## src/rtl/k12a_skip_ctrl_pkg.sv

```systemverilog
// k12a skip controller shared types.
// Skip-select encodings and default sizing constants.
package k12a_pkg;

  localparam int K12A_MAX_SKIP = 3;
  localparam int K12A_NUM_COND = 4;

  typedef enum logic [2:0] {
    SKIP_SEL_HOLD        = 3'd0,
    SKIP_SEL_0           = 3'd1,
    SKIP_SEL_CONDITION   = 3'd2,
    SKIP_SEL_CONDITION_N = 3'd3,
    SKIP_SEL_ALWAYS      = 3'd4
  } skip_sel_t;

  typedef enum logic {
    ST_IDLE     = 1'b0,
    ST_SKIPPING = 1'b1
  } skip_state_t;

  function automatic int idx_w(int n);
    return (n > 1) ? $clog2(n) : 1;
  endfunction

endpackage

```

## src/rtl/k12a_skip_ctrl_if.sv

```systemverilog
// k12a skip controller bundle.
// Master drives select/condition/retire, slave returns skip state.
interface k12a_skip_ctrl_if
  import k12a_pkg::*;
#(
  parameter int NUM_COND = K12A_NUM_COND,
  parameter int MAX_SKIP = K12A_MAX_SKIP
) ();

  localparam int CNT_W      = $clog2(MAX_SKIP + 1);
  localparam int COND_IDX_W = idx_w(NUM_COND);

  logic [NUM_COND-1:0]   cond_in;
  logic [COND_IDX_W-1:0] cond_idx;
  skip_sel_t             skip_sel;
  logic [CNT_W-1:0]      skip_len;
  logic                  instr_retire;
  logic                  skip;
  logic [CNT_W-1:0]      skip_remaining;

  modport master (
    output cond_in, cond_idx, skip_sel,
    output skip_len, instr_retire,
    input  skip, skip_remaining
  );

  modport slave (
    input  cond_in, cond_idx, skip_sel,
    input  skip_len, instr_retire,
    output skip, skip_remaining
  );

endinterface

```

## src/rtl/k12a_cond_mux.sv

```systemverilog
// Condition channel select.
// Indices past the last channel read as false.
module k12a_cond_mux #(
  parameter int NUM_COND   = 4,
  parameter int COND_IDX_W = 2
) (
  input  logic [NUM_COND-1:0]   cond_in,
  input  logic [COND_IDX_W-1:0] cond_idx,
  output logic                  cond
);

  // Match the index against each real channel; no match leaves 0.
  always_comb begin
    cond = 1'b0;
    for (int i = 0; i < NUM_COND; i++) begin
      if (cond_idx == COND_IDX_W'(i)) begin
        cond = cond_in[i];
      end
    end
  end

endmodule

```

## src/rtl/k12a_skip_ctrl.sv

```systemverilog
// k12a multi-instruction skip controller.
// Counts down suppressed instructions after a condition arms it.
module k12a_skip_ctrl
  import k12a_pkg::*;
#(
  parameter int NUM_COND = K12A_NUM_COND,
  parameter int MAX_SKIP = K12A_MAX_SKIP
) (
  input logic              clock,
  input logic              reset,
  k12a_skip_ctrl_if.slave  bus
);

  localparam int CNT_W      = $clog2(MAX_SKIP + 1);
  localparam int COND_IDX_W = idx_w(NUM_COND);
  localparam logic [CNT_W-1:0] MAX_C = CNT_W'(MAX_SKIP);

  logic             cond;
  logic             arm;
  logic             clear;
  logic [CNT_W-1:0] len_eff;
  logic [CNT_W-1:0] count;
  logic [CNT_W-1:0] count_nxt;
  skip_state_t      state;

  k12a_cond_mux #(
    .NUM_COND   (NUM_COND),
    .COND_IDX_W (COND_IDX_W)
  ) u_cond_mux (
    .cond_in  (bus.cond_in),
    .cond_idx (bus.cond_idx),
    .cond     (cond)
  );

  // Decode the select into arm/clear and clamp the requested length.
  always_comb begin
    arm   = 1'b0;
    clear = 1'b0;
    case (bus.skip_sel)
      SKIP_SEL_0:           clear = 1'b1;
      SKIP_SEL_CONDITION:   arm   = cond;
      SKIP_SEL_CONDITION_N: arm   = ~cond;
      SKIP_SEL_ALWAYS:      arm   = 1'b1;
      default:              arm   = 1'b0;
    endcase
    len_eff = (bus.skip_len > MAX_C) ? MAX_C : bus.skip_len;
  end

  // Clear wins; only an idle core may arm; retires drain a skip.
  always_comb begin
    state     = (count != '0) ? ST_SKIPPING : ST_IDLE;
    count_nxt = count;
    if (clear) begin
      count_nxt = '0;
    end else if (state == ST_IDLE) begin
      if (arm) count_nxt = len_eff;
    end else if (bus.instr_retire) begin
      count_nxt = count - 1'b1;
    end
  end

  // Skip counter register.
  always_ff @(posedge clock or posedge reset) begin
    if (reset) count <= '0;
    else       count <= count_nxt;
  end

  assign bus.skip           = (state == ST_SKIPPING);
  assign bus.skip_remaining = count;

endmodule

```

## src/flat_wrapper.sv

```systemverilog
// flat-port wrapper written by rule: the top's interface ports become plain ports
module k12a_skip_ctrl_flat import k12a_pkg::*;
#(
  parameter int NUM_COND = K12A_NUM_COND,
  parameter int MAX_SKIP = K12A_MAX_SKIP
)
  (clock, reset, bus_cond_in, bus_cond_idx, bus_skip_sel, bus_skip_len, bus_instr_retire, bus_skip, bus_skip_remaining);
  k12a_skip_ctrl_if #(.NUM_COND(NUM_COND), .MAX_SKIP(MAX_SKIP)) bus_i ();
  input logic clock;
  input logic reset;
  input wire logic [$bits(bus_i.cond_in)-1:0] bus_cond_in;
  input wire logic [$bits(bus_i.cond_idx)-1:0] bus_cond_idx;
  input wire logic [$bits(bus_i.skip_sel)-1:0] bus_skip_sel;
  input wire logic [$bits(bus_i.skip_len)-1:0] bus_skip_len;
  input wire logic [$bits(bus_i.instr_retire)-1:0] bus_instr_retire;
  output wire logic [$bits(bus_i.skip)-1:0] bus_skip;
  output wire logic [$bits(bus_i.skip_remaining)-1:0] bus_skip_remaining;
  assign bus_i.cond_in = bus_cond_in;
  assign bus_i.cond_idx = bus_cond_idx;
  assign bus_i.skip_sel = bus_skip_sel;
  assign bus_i.skip_len = bus_skip_len;
  assign bus_i.instr_retire = bus_instr_retire;
  assign bus_skip = bus_i.skip;
  assign bus_skip_remaining = bus_i.skip_remaining;
  k12a_skip_ctrl #(.NUM_COND(NUM_COND), .MAX_SKIP(MAX_SKIP)) u_core (.clock(clock), .reset(reset), .bus(bus_i));
endmodule
```

## config.mk

```make
export PLATFORM = sky130hd
export DESIGN_NAME = k12a_skip_ctrl_flat
export DESIGN_NICKNAME = d
export VERILOG_FILES = /design/src/rtl/k12a_skip_ctrl_pkg.sv /design/src/rtl/k12a_skip_ctrl_if.sv /design/src/rtl/k12a_cond_mux.sv /design/src/rtl/k12a_skip_ctrl.sv /design/src/flat_wrapper.sv
export SDC_FILE = /design/constraint.sdc
export NUM_CORES = 1
export LEC_CHECK = 0
export BUFFER_PORTS_ARGS = -buffer_cell sky130_fd_sc_hd__buf_2
export CAP_MARGIN = 20
export CORE_AREA = 2 2 39 41
export CTS_BUF_LIST = sky130_fd_sc_hd__clkbuf_4
export CTS_CLUSTER_SIZE = 40
export DETAILED_ROUTE_END_ITERATION = 6
export DIE_AREA = 0 0 41 43
export SLEW_MARGIN = 20
export SYNTH_ARGS = -nofsm -noshare
export SYNTH_HDL_FRONTEND = slang
export SYNTH_HIERARCHICAL = 1
export SYNTH_SLANG_ARGS = --single-unit
```

## constraint.sdc

```tcl
create_clock -name clock -period 0.91 [get_ports clock]
set_input_delay 0.182 -clock clock [delete_from_list [all_inputs] [get_ports clock]]
set_output_delay 0.182 -clock clock [all_outputs]
set_load 0.01 [all_outputs]
```

[Word-level counts from Yosys, hierarchy flattened]
Index checks and enable logic that the tools add are counted.
Storage, ports and cells
  register bits: 2
  input bits: 14
  output and inout port bits: 3
Operators by class
  add/sub/neg operators: 1
  magnitude comparators: 1
  eq/ne operators: 8
  muxes and demuxes: 12
  bitwise logic cells: 1
  reductions and logical operators: 4
Operators by type and width (count)
  2-to-1 mux 2 bit: 5
  equality test 3 x 2 -> 1 bit (second input constant): 2
  2-to-1 mux 1 bit: 6
  equality test 2 bit (second input constant): 2
  equality test 3 x 1 -> 1 bit (second input constant): 1
  equality test 3 bit (second input constant): 1
  inequality test 3 x 2 -> 1 bit (second input constant): 1
  one-hot mux 1 bit (3 select lines): 1
  nonzero test 3 bit: 1
  equality test 2 x 1 -> 1 bit (second input constant): 1
  greater-than comparator 2 bit (second input constant): 1
  zero test 2 bit: 1
  AND reduction 2 bit: 1
  nonzero test 2 bit: 1
  subtractor 2 x 1 -> 2 bit (second input constant): 1
  NOT 1 bit: 1

[Logic depth before layout (Yosys ltp)]
Gate-level depths: netlist of the first run.
  depth after elaboration: 10
  depth in mapped cells: 4
  mapped depth without buffers: 4

[Cells and area by module]
The synthesis of the first run kept the hierarchy.
Modules (own cells, without submodules)
  k12a_skip_ctrl: times used 1, cells each 18, area each 137.6 um^2, sequential area each 50.0 um^2
  k12a_cond_mux: times used 1, cells each 1, area each 22.5 um^2, sequential area each 0.0 um^2

[Worst setup path before layout of the first run]
No wires, ideal clock.
  kind: input to register
  from: input bus_cond_idx[0]
  to: register u_core.count[0] (netlist: u_core/bus.skip_remaining[0])
  setup time: 0.136 ns
  data arrival time: 1.072 ns
  required time: 0.774 ns
  setup slack: -0.298 ns
  cell stages on the path: 4
  path through: mux4_2 -> xor2_1 -> a22oi_1 -> o22ai_1
On the way
  longest elaborated chain between the ends: 9
  elaborated cells on any way between the ends: 12
  classes of those cells: eq/ne (3); mux (5); bitwise (1); reduce/logical (3)
Ends and longest elaborated chain
  start, declared: line flat_wrapper.sv:12  | input wire logic [$bits(bus_i.cond_idx)-1:0] bus_cond_idx;
  zero test 2 bit: line k12a_cond_mux.sv:16  | if (cond_idx == COND_IDX_W'(i)) begin
  2-to-1 mux 1 bit (3 in a row): line k12a_cond_mux.sv:16
  2-to-1 mux 1 bit *: line k12a_cond_mux.sv:16
  NOT 1 bit: line k12a_skip_ctrl.sv:42  | SKIP_SEL_CONDITION_N: arm = ~cond;
  one-hot mux 1 bit (3 select lines) *: line k12a_skip_ctrl.sv:39  | case (bus.skip_sel)
  nonzero test 3 bit (no line) *
  AND reduction 2 bit (no line) *
  end signal, assigned: line k12a_skip_ctrl.sv:65  | else count <= count_nxt;
  end, declared: line k12a_skip_ctrl.sv:22  | logic [CNT_W-1:0] count;
Every way passes the cells marked *; elsewhere a longest branch is shown, timed or not.
A chain may end at the register's enable or synchronous reset.

[Worst setup path in the final report of the first run]
  from: register u_core.count[1] (netlist: u_core/bus.skip_remaining[1])
  to: output bus_skip
On the way
  longest elaborated chain between the ends: 2
Ends and longest elaborated chain
  nonzero test 2 bit: line k12a_skip_ctrl.sv:51  | state = (count != '0) ? ST_SKIPPING : ST_IDLE;
  2-to-1 mux 1 bit: line k12a_skip_ctrl.sv:51
  end, declared: line flat_wrapper.sv:16  | output wire logic [$bits(bus_i.skip)-1:0] bus_skip;
Every way passes these cells.

==> results of run 1 <==
## power groups by stage
stage	logic (W)	clock network [W]	registers [W]
2_1_floorplan	0.0000797	0	0.000135
3_3_place_gp	0.000163	0	0.000127
3_5_place_dp	0.000165	0	0.000127
4_1_cts	0.000242	0.000215	0.000123
5_1_grt	0.000267	0.000247	0.000127
6_report	0.000243	0.000199	0.000123
## synth_stat cells
cell type / count / area [µm²]
inv_1: 3 / 11.3
dfrtp_1: 2 / 50.1
nand2_1: 2 / 7.51
nor2_1: 2 / 7.51
o22ai_1: 2 / 12.5
a21oi_1: 1 / 5.00
a22oi_1: 1 / 7.51
and3b_1: 1 / 8.76
mux4_2: 1 / 22.5
nor2b_1: 1 / 6.26
nor3b_1: 1 / 7.51
o21ai_0: 1 / 5.00
xor2_1: 1 / 8.76
## layer usage
layer	global-route usage, %	vias to the layer above	wire length (µm)
li1	-	111	-
met1	7.44	95	155
met2	9.06	12	224
met3	3.66	0	48
met4	10.0	0	0
met5	0	-	0
## final cells by class
cell class | count | area (µm²)
clock buffer | 3 | 22.5
tap | 16 | 20.0
timing repair buffer | 19 | 128
multi-input combinational | 14 | 106
inverter | 3 | 11.3
sequential | 2 | 50.0
fill | 161 | 1050
## per-stage QoR
stage / cell area, µm² / total power, W / instances
floorplan: 160 / 0.000215 / 19
global placement: 260 / 0.000290 / 51
detailed placement: 260 / 0.000292 / 51
CTS: 333 / 0.000580 / 57
global route: 338 / 0.000641 / 57
finish: 338 / 0.000565 / 57
## path summary, 6_finish.rpt
kind                                                     end  slack, ns  depth (start not counted)
worst max-delay path                                bus_skip      -0.20                          3
worst max register to register  u_core/bus.skip_remaining[0]      -0.12                          4
max in group asynchronous       u_core/bus.skip_remaining[0]       0.45                          3
worst min-delay path            u_core/bus.skip_remaining[0]       0.22                          3
worst min register to register  u_core/bus.skip_remaining[0]       0.58                          3
min in group asynchronous       u_core/bus.skip_remaining[1]       0.35                          3
## kinds of logic (layout without fill, tap and decap cells)
| kind of cell | after synthesis | count (layout) |
|---|---|---|
| compound gates | 5 | 5 |
| xor+xnor | 1 | 1 |
| buf+inv | 3 | 25 |
| flops | 2 | 2 |
| mux | 1 | 1 |
| simple gates | 7 | 7 |
## critical path, stage by stage, from the launching register on
cell	delay, ns
dfrtp_1	0.38
nor2_2	0.15
inv_1	0.05
buf_2	0.13
## repair_timing
item                                   in CTS  in global routing
gates cloned                                0                  0
setup endpoints to repair                   5                  5
pin swaps                                   5                  3
endpoints found under the hold margin       2                  0
setup buffers                               2                  0
hold buffers                                1                  0
resized for setup                           5                  1
==> impl_metrics.toml, run 1 <==
[layout]
largest_reg_flops = 2
final_common_cell = "buf_2"
layout-drive-gt1-share_pct = 58.5
layout_common_cells = "buf_2, buf_6, clkbuf_4, inv_1"
final_net_count = 57
final_core_util_pct = 24.4
area_growth_syn_to_layout_pct = 111
diodes = 0

[placed_design]
dp_slack_ns = -0.465
place.gp.congestion = 0.650
port_buffers = 16

[timing]
final-max-slew-violation-count = 0
min_period_over_period_pct = 122
setup_viol = 5
fin_setup_tns_ns = -0.729
fmax_ghz = 0.901
hold_slack_ns = 0.219
finalCriticalPeriod_ns = 1.11
rsz0062_at_grt = "yes"
relSlewSlack_pct = 81.3
hold_viol_final = 0
worst_slack_ns = -0.200
tightest_slew_ns = 0.280
clock_skew_ns = 0.00153

[clocking]
root_buffer = "clkbuf_4"
htreeDepth = 1
cts_tree = "built"
worstSkewPairLatency_ns = 0.22
cts_num_sinks = 2
clkTransAtPathRegs_ns = 0.03
cts_max_path_buffers = 2
numCtsBuffers = 3

[run]
max-cap-violations = 0

[synthesis]
synth_cell_types = 13
synth_top_family_by_area = "simple AND/OR/NAND/NOR gates"
netlist_instances = 19
yosys.area_share.simple_pct = 23.4
synthXorXnorAreaFrac_pct = 5.47
muxShareOfSynthArea_pct = 14.1
synthesis.nets = 33
synth-compound-area-share_pct = 18.8
synth_warnings = 6
ys_ff_latch = 2
syn_avg_cell_area_um2 = 8.43
synth_area_um2 = 160
synth_fa_ha_area_share_pct = 0
ys_seq_area_share_pct = 31.3

[worst_setup_path]
cp_data_required_time_ns = 0.73
worst-path-max-fanout = 3
crit_start = "u_core/bus.skip_remaining[1]"
end_kind = "output port"
r2r_start = "u_core/bus.skip_remaining[1]"
critPathArrivalTime_ns = 0.93
crit_type = "reg -> out"
startpoint_type = "register"

[pwr]
clkPwrFrac_pct = 35.2
ir_drop_mv = 0.393
switchingPower_w = 0.000168
seqPwrFrac_pct = 21.8
swShare_pct = 29.8
internal_power_w = 0.000397
leakagePower_nw = 0.180
p_per_area_nw_per_um2 = 1670
pwr-share-comb_pct = 43.0

[route]
viasPerCell = 3.82
drt-total-wl_um = 427
num_vias = 218
drc_errors = 0
drt_iter0_drc = 0
wl_per_cell_um = 7.49
antenna_left = 0
drtPass1Iterations = 1

[floorplanning]
pin_count = 17
start_util_pct = 11.6
die_w_um = 41
rows = 14
core_area_um2 = 1380
die_area_um2 = 1760
fp.dieH_um = 43

[outcome]
violations = "setup timing"
status = "finished with violations"

[grt]
grt.overflow.total = 0
antenna_found_initial = 0
grt_max_degree = 5
grt_pass1_wl_um = 779
track_usage_pct = 7.44
grt_pass1_vias = 213

[min_path]
hp-start = "bus_skip_len[0]"
holdCritPathClass = "in -> reg"
(Power assumes the default switching activity.)
==> run 2: changes to the inputs <==
--- a/config.mk
+++ b/config.mk
@@ -17,3 +17,4 @@
 export SYNTH_HDL_FRONTEND = slang
 export SYNTH_HIERARCHICAL = 1
 export SYNTH_SLANG_ARGS = --single-unit
+export TNS_END_PERCENT = 1
==> constraint.sdc (replaced) <==
create_clock -name clock -period 1.19 [get_ports clock]
set_input_delay 0.238 -clock clock [delete_from_list [all_inputs] [get_ports clock]]
set_output_delay 0.238 -clock clock [all_outputs]
set_load 0.01 [all_outputs]
==> impl_metrics.toml, run 2 (synthesized netlist as in run 1, its figures left out) <==
[grt]
grt.overflow.total = 0
antenna_found_initial = 0
grt_max_degree = 6
grt_pass1_vias = 242
grt_pass1_wl_um = 759
track_usage_pct = 7.54

[floorplanning]
die_area_um2 = 1760
start_util_pct = 11.6
die_w_um = 41
pin_count = 17
fp.dieH_um = 43
rows = 14
core_area_um2 = 1380

[pwr]
internal_power_w = 0.000277
p_total_w = 0.000402
leakagePower_nw = 0.169
p_per_area_nw_per_um2 = 1310
swShare_pct = 31.1
ir_drop_mv = 0.355
pwr-share-comb_pct = 36.5
clkPwrFrac_pct = 38.8
switchingPower_w = 0.000125
seqPwrFrac_pct = 24.7

[clocking]
numCtsBuffers = 3
root_buffer = "clkbuf_4"
clkTransAtPathRegs_ns = 0.03
worstSkewPairLatency_ns = 0.23
cts_num_sinks = 2
cts_tree = "built"
htreeDepth = 1
cts_max_path_buffers = 2

[layout]
layout_common_cells = "buf_2, clkbuf_4, inv_1"
final_core_util_pct = 22.2
diodes = 0
largest_reg_flops = 2
fillers = 160
final_common_cell = "buf_2"
final_cell_count_no_fill = 56
layout-drive-gt1-share_pct = 57.5
final_net_count = 56
area_growth_syn_to_layout_pct = 92.2

[min_path]
whs_path_depth = 3
holdCritPathClass = "in -> reg"
hp-start = "bus_skip_len[1]"

[route]
drt_iter0_drc = 1
drtPass1Iterations = 2
drc_errors = 0
viasPerCell = 3.91
num_vias = 219
wl_per_cell_um = 8.07
antenna_left = 0
drt-total-wl_um = 452

[worst_setup_path]
startpoint_type = "register"
end_kind = "output port"
worst-path-max-fanout = 5
cp_data_required_time_ns = 0.95
crit_type = "reg -> out"
r2r_start = "u_core/bus.skip_remaining[0]"
crit_start = "u_core/bus.skip_remaining[0]"
critPathArrivalTime_ns = 0.94
reg2reg_depth = 4

[timing]
rsz0062_at_grt = "yes"
clock_skew_ns = 0.00530
hold_slack_ns = 0.260
setup_viol = 0
min_period_over_period_pct = 98.7
final-max-slew-violation-count = 0
fmax_ghz = 0.852
relSlewSlack_pct = 79.9
hold_viol_final = 0
finalCriticalPeriod_ns = 1.17
tightest_slew_ns = 0.301

[placed_design]
port_buffers = 16
dp_cells = 51
place.gp.congestion = 0.652

[outcome]
status = "completed"

[run]
max-cap-violations = 0
run 2: changes by cell type in the layout (fill, tap and decap cells not counted), sizes merged:
cell	delta
buf	-1
run 2: metrics by stage:
step | setup WS, ns | setup TNS [ns] | instance area (µm²)
3_3_place_gp | -0.214 | -0.425 | 260
6_report | 0.0156 | 0 | 308
2_1_floorplan | -0.0737 | -0.145 | 160
4_1_cts | -0.00682 | -0.00682 | 303
3_5_place_dp | -0.246 | -0.485 | 260
5_1_grt | -0.0380 | -0.0380 | 308
run 2: cell type report:
type | count | area (µm²) | share of cell area (%)
Multi-Input combinational cell | 14 | 106 | 34.6
Inverter | 3 | 11.3 | 3.66
Tap cell | 16 | 20.0 | 6.50
Sequential cell | 2 | 50.0 | 16.3
Clock buffer | 3 | 22.5 | 7.32
Timing Repair Buffer | 18 | 97.6 | 31.7
run 2: metal layers:
layer,global-route usage [%],up-vias,wire length (µm)
met2,10.9,12,251
met4,12.0,0,0
li1,-,109,-
met3,3.14,0,49
met1,5.16,98,151
met5,0,-,0
run 2: power by group through the flow:
stage          clock [W]  combinational [W]  sequential [W]
3_3_place_gp           0           0.000125       0.0000969
2_1_floorplan          0          0.0000609        0.000103
3_5_place_dp           0           0.000125       0.0000981
4_1_cts         0.000164           0.000146       0.0000996
5_1_grt         0.000179           0.000163        0.000103
6_report        0.000156           0.000147       0.0000993
run 2: critical path, stage by stage, from the launching register on:
cell	delay, ns
dfrtp_1	0.41
nor2_2	0.13
inv_1	0.04
buf_2	0.13
run 2: worst paths after layout:
| path | to | slack, ns |
|---|---|---|
| setup / recovery | bus_skip | 0.02 |
| hold / removal | u_core/bus.skip_remaining[1] | 0.26 |
| setup reg to reg | u_core/bus.skip_remaining[0] | 0.27 |
| hold reg to reg | u_core/bus.skip_remaining[1] | 0.62 |
| max in group asynchronous | u_core/bus.skip_remaining[0] | 0.68 |
| min in group asynchronous | u_core/bus.skip_remaining[1] | 0.40 |
run 2: what timing repair did:
item | CTS | global route
pin swaps | 1 | 1
endpoints found under the setup margin | 2 | 3
buffers inserted | 1 | 0
hold endpoints to repair | 2 | 0
hold buffers | 1 | 0
gates resized for setup | 1 | 1
==> run 3: changes to the inputs <==
--- a/config.mk
+++ b/config.mk
@@ -7,11 +7,11 @@
 export LEC_CHECK = 0
 export BUFFER_PORTS_ARGS = -buffer_cell sky130_fd_sc_hd__buf_2
 export CAP_MARGIN = 20
-export CORE_AREA = 2 2 39 41
+export CORE_AREA = 3 3 40 42
 export CTS_BUF_LIST = sky130_fd_sc_hd__clkbuf_4
 export CTS_CLUSTER_SIZE = 40
 export DETAILED_ROUTE_END_ITERATION = 6
-export DIE_AREA = 0 0 41 43
+export DIE_AREA = 0 0 43 45
 export SLEW_MARGIN = 20
 export SYNTH_ARGS = -nofsm -noshare
 export SYNTH_HDL_FRONTEND = slang
==> impl_metrics.toml, run 3 (synthesized netlist as in run 1, its figures left out) <==
[grt]
grt.overflow.total = 0
grt_use_met2_pct = 8.08
grtUsageMet3_pct = 2.79
busiest_layer = "met4"
grt_pass1_wl_um = 890
grt_max_degree = 6
track_usage_pct = 7.01
use_met1_pct = 7.77
grt_pass1_vias = 230
antenna_found_initial = 0

[worst_setup_path]
crit_type = "reg -> out"
critical_path.endpoint = "bus_skip"
end_kind = "output port"
worst-path-max-fanout = 5
cp_slowest_stage_delay_ns = 0.40
startpoint_type = "register"
slowest_stage = "dfrtp_1"
timing.rr.end = "u_core/bus.skip_remaining[0]"
critPathArrivalTime_ns = 0.93
r2r_start = "u_core/bus.skip_remaining[1]"
crit_chain = "nor2_2 > inv_1 > buf_2"
cp_data_required_time_ns = 0.95
crit_start = "u_core/bus.skip_remaining[0]"
reg2reg_depth = 4
regToRegSetupSlack_ns = 0.18

[clocking]
htreeDepth = 1
clkTransAtPathRegs_ns = 0.03
cts_max_path_buffers = 2
worstSkewPairLatency_ns = 0.22
root_buffer = "clkbuf_4"
cts_tree = "built"
cts_num_sinks = 2
numCtsBuffers = 3

[timing]
fmax_ghz = 0.855
rsz0062_at_grt = "yes"
finalCriticalPeriod_ns = 1.17
hold_viol_final = 0
min_period_over_period_pct = 98.3
relSlewSlack_pct = 81.5
tightest_slew_ns = 0.277
final-max-slew-violation-count = 0
fin_setup_tns_ns = 0
clock_skew_ns = 0.000140
setup_viol = 0

[pwr]
leakagePower_nw = 0.170
p_per_area_nw_per_um2 = 1270
swShare_pct = 30.8
internal_power_w = 0.000270
p_total_w = 0.000389
clkPwrFrac_pct = 37.8
ir_drop_mv = 0.331
seqPwrFrac_pct = 24.8
pwr-share-comb_pct = 37.4
switchingPower_w = 0.000120

[min_path]
hp-start = "bus_skip_len[0]"
holdCritPathClass = "in -> reg"

[route]
drtPass1Iterations = 4
drt_iter0_drc = 8
drt-total-wl_um = 480
drc_errors = 0
num_vias = 219
antenna_left = 0
viasPerCell = 3.98
wl_per_cell_um = 8.73

[layout]
fin_area_um2 = 307
final_cell_count_no_fill = 55
layout_common_cells = "buf_2, clkbuf_4, inv_1"
final_net_count = 56
diodes = 0
final_core_util_pct = 23.9
layout-drive-gt1-share_pct = 57.5
area_growth_syn_to_layout_pct = 91.4
largest_reg_flops = 2
final_common_cell = "buf_2"

[run]
max-cap-violations = 0

[outcome]
status = "completed"

[floorplanning]
die_w_um = 43
pin_count = 17
rows = 13
fp.dieH_um = 45
die_area_um2 = 1940
core_area_um2 = 1280
start_util_pct = 12.5

[placed_design]
place.gp.congestion = 0.604
port_buffers = 16
placed_cell_area_um2 = 259
dp_cells = 50
[run 3: cell counts in the layout (fill, tap and decap cells not counted)]
Identical to the previous run, type by type.
[run 3: area by class of cell]
class / count / area, µm²
fillers: 138 / 978
multi-input cells: 14 / 106
repair buffers: 18 / 97.6
flip-flops and latches: 2 / 50.0
clock buffers: 3 / 22.5
well taps: 15 / 18.8
inverters: 3 / 11.3
[run 3: power by group through the flow]
stage	Sequential (W)	Combinational, W	Clock (W)
3_3_place_gp	0.0000967	0.000125	0
2_1_floorplan	0.000103	0.0000609	0
5_1_grt	0.0000998	0.000162	0.000165
4_1_cts	0.0000965	0.000143	0.000154
3_5_place_dp	0.0000970	0.000127	0
6_report	0.0000966	0.000146	0.000147
[run 3: worst min path at each step]
stage                                   end  cells past startpoint
2_1_floorplan  u_core/bus.skip_remaining[0]                      1
3_3_place_gp   u_core/bus.skip_remaining[0]                      2
3_5_place_dp   u_core/bus.skip_remaining[1]                      2
4_1_cts        u_core/bus.skip_remaining[0]                      3
5_1_grt        u_core/bus.skip_remaining[0]                      3
6_report       u_core/bus.skip_remaining[0]                      3
[run 3: worst max-delay path: cells and delay by family (launching register included)]
| kind | cells | cell delay (ns) |
|---|---|---|
| buffers and inverters | 2 | 0.18 |
| AND/OR/NAND/NOR | 1 | 0.14 |
| flip-flops | 1 | 0.40 |
[run 3: per-layer routing]
layer / vias up / routed length, µm
met5: - / 0
met4: 0 / 27
met3: 2 / 56
met2: 17 / 189
met1: 91 / 207
li1: 109 / -
[run 3: what timing repair did]
action,4_1_cts,5_1_grt
setup endpoints to repair,1,3
cloned,0,0
setup buffers,1,0
endpoints found under the hold margin,2,0
hold buffers,1,0
gates resized for setup,1,1
pin swaps,1,1
[run 3: stage by stage]
stage,worst slack (ns),hold WS (ns)
3_5_place_dp,-0.219,0.0901
4_1_cts,0.00451,0.274
5_1_grt,-0.0379,0.299
3_3_place_gp,-0.209,0.0925
6_report,0.0198,0.288
2_1_floorplan,-0.0737,-0.0208
